`src/rtl/stream_beat_accumulator_pkg.sv`:
```
// Shared types and width helpers for the stream beat accumulator.
package stream_acc_pkg;

    typedef enum logic {
        ACCUM = 1'b0,
        EMIT  = 1'b1
    } acc_state_e;

    // Sum width must hold BEATS full-scale beats; a single-beat frame still gets one carry bit.
    function automatic int sum_width(input int width, input int beats);
        int w;
        w = width + $clog2(beats);
        if (w < width + 1) w = width + 1;
        return w;
    endfunction

    function automatic int cnt_width(input int beats);
        return $clog2(beats + 1);
    endfunction

endpackage

```
`src/rtl/stream_beat_accumulator_if.sv`:
```
// Beat input stream and frame-result output stream of the accumulator.
// Valid/ready: a transfer happens on a rising clk edge where valid && ready; payload is held stable while valid waits for ready.
interface stream_beat_accumulator_if
    import stream_acc_pkg::*;
#(
    parameter int WIDTH = 32,
    parameter int BEATS = 4
);
    localparam int SUM_W = sum_width(WIDTH, BEATS);
    localparam int CNT_W = cnt_width(BEATS);

    logic             in_valid;
    logic             in_ready;
    logic [WIDTH-1:0] in_data;
    logic             in_last;
    logic             out_valid;
    logic             out_ready;
    logic [SUM_W-1:0] out_data;
    logic [CNT_W-1:0] out_beats;
    acc_state_e       state;

    modport master (
        output in_valid, in_data, in_last, out_ready,
        input  in_ready, out_valid, out_data, out_beats, state
    );

    modport slave (
        input  in_valid, in_data, in_last, out_ready,
        output in_ready, out_valid, out_data, out_beats, state
    );

endinterface

```
`src/rtl/stream_beat_accumulator.sv`:
```
// Sums up to BEATS input beats per frame (early close on in_last) and presents
// the frame sum and beat count on a registered valid/ready output.
module stream_beat_accumulator
    import stream_acc_pkg::*;
#(
    parameter int WIDTH = 32,
    parameter int BEATS = 4
) (
    input logic                      clk,
    input logic                      resetn,
    stream_beat_accumulator_if.slave bus
);
    localparam int SUM_W = sum_width(WIDTH, BEATS);
    localparam int CNT_W = cnt_width(BEATS);

    acc_state_e       state_q, state_d;
    logic [SUM_W-1:0] sum_q, sum_d;
    logic [CNT_W-1:0] cnt_q, cnt_d;
    logic [SUM_W-1:0] out_data_q, out_data_d;
    logic [CNT_W-1:0] out_beats_q, out_beats_d;
    logic [SUM_W-1:0] beat_ext;
    logic             accept;
    logic             frame_end;

    // in_ready looks only at state and out_ready, never at in_valid.
    assign bus.in_ready  = !resetn && (state_q == ACCUM || bus.out_ready);
    assign accept        = bus.in_valid && bus.in_ready;
    assign beat_ext      = SUM_W'(bus.in_data);
    assign frame_end     = bus.in_last || (cnt_q == CNT_W'(BEATS - 1));

    assign bus.out_valid = (state_q == EMIT);
    assign bus.out_data  = out_data_q;
    assign bus.out_beats = out_beats_q;
    assign bus.state     = state_q;

    always_comb begin
        state_d     = state_q;
        sum_d       = sum_q;
        cnt_d       = cnt_q;
        out_data_d  = out_data_q;
        out_beats_d = out_beats_q;
        case (state_q)
            ACCUM: begin
                if (accept) begin
                    if (frame_end) begin
                        out_data_d  = sum_q + beat_ext;
                        out_beats_d = cnt_q + CNT_W'(1);
                        sum_d       = '0;
                        cnt_d       = '0;
                        state_d     = EMIT;
                    end else begin
                        sum_d = sum_q + beat_ext;
                        cnt_d = cnt_q + CNT_W'(1);
                    end
                end
            end
            EMIT: begin
                if (bus.out_ready) begin
                    // A beat taken while the result drains opens the next frame in the same cycle.
                    if (accept && (BEATS == 1 || bus.in_last)) begin
                        out_data_d  = beat_ext;
                        out_beats_d = CNT_W'(1);
                        sum_d       = '0;
                        cnt_d       = '0;
                    end else if (accept) begin
                        sum_d   = beat_ext;
                        cnt_d   = CNT_W'(1);
                        state_d = ACCUM;
                    end else begin
                        sum_d   = '0;
                        cnt_d   = '0;
                        state_d = ACCUM;
                    end
                end
            end
            default: state_d = ACCUM;
        endcase
    end

    always_ff @(posedge clk) begin
        if (resetn) begin
            state_q     <= ACCUM;
            sum_q       <= '0;
            cnt_q       <= '0;
            out_data_q  <= '0;
            out_beats_q <= '0;
        end else begin
            state_q     <= state_d;
            sum_q       <= sum_d;
            cnt_q       <= cnt_d;
            out_data_q  <= out_data_d;
            out_beats_q <= out_beats_d;
        end
    end

endmodule

```
`src/flat_wrapper.sv`:
```
// flat-port wrapper written by rule: the top's interface ports become plain ports
module stream_beat_accumulator_flat import stream_acc_pkg::*;
#(
    parameter int WIDTH = 32,
    parameter int BEATS = 4
)
  (clk, resetn, bus_in_valid, bus_in_data, bus_in_last, bus_out_ready, bus_in_ready, bus_out_valid, bus_out_data, bus_out_beats, bus_state);
  stream_beat_accumulator_if #(.WIDTH(WIDTH), .BEATS(BEATS)) bus_i ();
  input logic clk;
  input logic resetn;
  input wire logic [$bits(bus_i.in_valid)-1:0] bus_in_valid;
  input wire logic [$bits(bus_i.in_data)-1:0] bus_in_data;
  input wire logic [$bits(bus_i.in_last)-1:0] bus_in_last;
  input wire logic [$bits(bus_i.out_ready)-1:0] bus_out_ready;
  output wire logic [$bits(bus_i.in_ready)-1:0] bus_in_ready;
  output wire logic [$bits(bus_i.out_valid)-1:0] bus_out_valid;
  output wire logic [$bits(bus_i.out_data)-1:0] bus_out_data;
  output wire logic [$bits(bus_i.out_beats)-1:0] bus_out_beats;
  output wire logic [$bits(bus_i.state)-1:0] bus_state;
  assign bus_i.in_valid = bus_in_valid;
  assign bus_i.in_data = bus_in_data;
  assign bus_i.in_last = bus_in_last;
  assign bus_i.out_ready = bus_out_ready;
  assign bus_in_ready = bus_i.in_ready;
  assign bus_out_valid = bus_i.out_valid;
  assign bus_out_data = bus_i.out_data;
  assign bus_out_beats = bus_i.out_beats;
  assign bus_state = bus_i.state;
  stream_beat_accumulator #(.WIDTH(WIDTH), .BEATS(BEATS)) u_core (.clk(clk), .resetn(resetn), .bus(bus_i));
endmodule
```
`config.mk`:
```
export PLATFORM = sky130hd
export DESIGN_NAME = stream_beat_accumulator_flat
export DESIGN_NICKNAME = d
export VERILOG_FILES = /design/src/rtl/stream_beat_accumulator_pkg.sv /design/src/rtl/stream_beat_accumulator_if.sv /design/src/rtl/stream_beat_accumulator.sv /design/src/flat_wrapper.sv
export SDC_FILE = /design/constraint.sdc
export NUM_CORES = 1
export LEC_CHECK = 0
export ABC_AREA = 1
export CORE_ASPECT_RATIO = 1.5
export CORE_MARGIN = 1.5
export CORE_UTILIZATION = 35
export CTS_BUF_LIST = sky130_fd_sc_hd__clkbuf_4
export CTS_CLUSTER_SIZE = 28
export DETAILED_ROUTE_END_ITERATION = 12
export PLACE_DENSITY = 0.59
export SYNTH_ARGS = -nofsm -noshare
export SYNTH_HDL_FRONTEND = slang
export SYNTH_SLANG_ARGS = --single-unit
```
`constraint.sdc`:
```
create_clock -name clk -period 1.8 [get_ports clk]
set_input_delay 0.27 -clock clk [delete_from_list [all_inputs] [get_ports clk]]
set_output_delay 0.27 -clock clk [all_outputs]
set_load 0.005 [all_outputs]
```
==> run_results.csv <==
group,metric,value,unit
cells_and_area,final_cells,1256,
detailed_routing,drtIter0Drc,268,
floorplanning,rows,55,
cells_and_area,utilization,0.616,
power,switching_share,0.373,
setup_path,endpoint_kind,"register",
setup_path,start_kind,"input port",
timing,fmax,508,MHz
setup_path,critPathRequiredTime,2220,ps
clock_tree,htreeDepth,3,
status,status,"finished, violations left",
synthesis,async_flop_share,0,
detailed_routing,vias,6553,
synthesis,syn_avg_cell_area,6.23,µm²
placed_design,port_buffers,76,
clock_tree,clk_pin_slew_worst_paths,160,ps
timing,worst_slew_margin_rel,0.652,
cells_and_area,multi_input_area,4750,µm²
synthesis,syn_inst,853,
synthesis,synth_top_family_by_area,"simple AND/OR/NAND/NOR gates",
global_route,grt_pass1_wl,31900,µm
timing,finalWorstSetupSlack,-168,ps
timing,fin_setup_tns,-1820,ps
floorplanning,core,14900,µm²
floorplanning,dieHeight,154,µm
clock_tree,clockBufferDepth,2,
cells_and_area,regArea,1540,µm²
cells_and_area,layout_common_cells,"nand2_1 (172), buf_4 (110), inv_1 (91)",
setup_path,arrival,2390,ps
setup_path,crit_type,"in2reg",
clock_tree,cts_buffers,9,
clock_tree,worstSkewPairLatency,470,ps
synthesis,ys_seq_area_frac,0.283,
synthesis,synth_warnings,0,
clock_tree,tritoncts,"yes",
power,intPower,3.12,mW
detailed_routing,ant_nets,0,
job,cap_violations,0,
floorplanning,die_area,15900,µm²
cells_and_area,nFillCells,1332,
timing,finClkSkew,20.5,ps
clock_tree,clock-sinks,75,
timing,setup_violations,31,
detailed_routing,drc_errors,0,
power,seqPwrFrac,0.366,
cells_and_area,layout_commonest_cell,"nand2_1",
detailed_routing,dr.pass1.iters,5,
cells_and_area,syn2layout_area_growth,73.2,%
power,p_switching,1.85,mW
clock_tree,cts-root-buf,"clkbuf_4",
synthesis,ys_ff_latch,75,
floorplanning,pin_count,77,
global_route,grt_max_degree,26,
synthesis,synthesis.nets,925,
detailed_routing,vias_per_cell,5.22,
timing,rsz0062_at_grt,"yes",
placed_design,place_congestion,0.942,
power,p_comb_frac,0.389,
setup_path,r2r_cells,10,
setup_path,ff2ff_setup_slack,-110,ps
worst_hold_path,min_path_type,"in2reg",
power,power.density,541,nW/µm²
cells_and_area,fin_area,9200,µm²
synthesis,synthSimpleGateAreaFrac,0.283,
synthesis,ys_types,32,
synthesis,synthFlopType,"dfxtp_1",
synthesis,synth_fa_ha_area_frac,0.0838,
status,violations,"negative setup slack",
synthesis,syn_area,5310,µm²
synthesis,synth-compound-area-share,0.229,
timing,fin_crit,1970,ps
detailed_routing,finalWirelength,20800,µm
global_route,grt_overflow,0,
power,pwr-share-clk,0.245,
placed_design,placed_area,7090,µm²
cells_and_area,drive_gt1_frac,0.422,
synthesis,synth_mux_area_frac,0,
floorplanning,start_util,0.356,
placed_design,place_hpwl,13600,µm
synthesis,synth_edf_count,0,
global_route,grt_pass1_vias,6420,
detailed_routing,routed_wire_length_per_instance,16.6,µm
timing,timing.final.crit_share,1.09,
worst_hold_path,whs_path_depth,3,
global_route,grtUsageTotal,0.249,
power,p_leak,4.08,nW
timing,worst_slew_pin_slew,516,ps
setup_path,path_max_fanout,4,
timing,slew_viol_final,0,
cells_and_area,fin_nets,1123,
floorplanning,die_width,104,µm
global_route,antenna_found_initial,1,
synthesis,synth-xor-area-share,0.0231,
clock_tree,cts_hold_buf,0,
placed_design,dp.cells,1209,
power,ir_worst_vdd,0.000400,V
timing,finalHoldViolCount,0,
==> power groups by stage <==
stage / Clock [mW] / Sequential [mW] / Combinational, mW
after floorplan: 0 / 1.83 / 0.713
after global placement: 0 / 1.83 / 1.38
after detailed placement: 0 / 1.83 / 1.38
after CTS: 1.25 / 1.81 / 1.69
after global routing: 1.31 / 1.83 / 2.09
final: 1.22 / 1.82 / 1.94
==> per-layer routing <==
| metal | routed length, µm | track usage |
|---|---|---|
| met2 | 10600 | 0.459 |
| met5 | 0 | 0 |
| met4 | 871 | 0.0992 |
| met1 | 8520 | 0.289 |
| met3 | 855 | 0.0343 |
==> cell type report <==
type                            instances  area share
Inverter                              104      0.0427
Multi-Input combinational cell        644       0.516
Sequential cell                        75       0.167
Clock buffer                            9     0.00734
Timing Repair Buffer                  217       0.231
Tap cell                              199      0.0271
Clock inverter                          7     0.00897
Antenna cell                            1    0.000272
==> sequential cells by signal, indices dropped and copies added, names as in the netlist <==
| signal | flops |
|---|---|
| u_core.cnt_q | 3 |
| u_core.bus.out_beats | 3 |
| u_core.bus.out_data | 34 |
| u_core.sum_q | 34 |
| u_core.bus.out_valid | 1 |
==> cells in the mapped netlist (2+ instances only) <==
master     number  area share
o21ai_1         7      0.0066
nor2_4          2      0.0042
nand3b_1        5      0.0071
xnor2_1         3      0.0049
dfxtp_1        75        0.28
o21bai_1        2      0.0028
a31oi_1         9       0.011
a21oi_1       121        0.11
buf_4           2      0.0028
o21ai_0        67       0.063
o2bb2ai_1       2      0.0033
inv_2           5      0.0035
nor2_2          2      0.0024
nand3_1        56       0.053
buf_2           8      0.0075
a22oi_1        14       0.020
ha_1           34       0.080
clkbuf_1       19       0.013
nor3_1          5      0.0047
nor4_1          2      0.0024
inv_1          99       0.070
nand2_1       238        0.17
xor2_1         11       0.018
o22ai_1         2      0.0024
nor2_1         56       0.040
==> kinds of logic after synthesis <==
group / count (synthesis)
flops: 75
fa+ha+maj: 35
xor+xnor: 14
simple gates: 368
buf+inv: 134
compound gates: 227
==> final timing paths <==
kind,from,endpoint
max,bus_in_data[11],u_core.bus.out_data[24]
min,bus_in_data[7],u_core.bus.out_data[7]
max reg2reg,u_core.sum_q[11],u_core.bus.out_data[24]
min reg2reg,u_core.bus.out_data[0],u_core.bus.out_data[0]
==> per-stage QoR <==
step           hold WS, ps  power, mW  setup WS, ps
3_3_place_gp           453       3.21          -611
3_5_place_dp           460       3.21          -608
2_1_floorplan          422       2.54          3.14
5_1_grt                203       5.23          -217
6_report               211       4.98          -168
4_1_cts                445       4.75          -117
==> timing repair <==
item | 4_1_cts | 5_1_grt
setup endpoints to repair | 61 | 73
pin swaps | 44 | 53
buffers inserted | 22 | 6
cloned | 8 | 1
resized for setup | 175 | 221
==> critical path, stage by stage <==
cell and delay (ps):
clkdlybuf4s50_1 590, ha_4 260, a21oi_1 220, o21ai_1 190, a21oi_2 310, nand2_8 110
nand2_2 80, nand2_1 60, nand2_2 70, nand3_2 80, a21oi_2 130
Power figures use the tool's default switching activity.
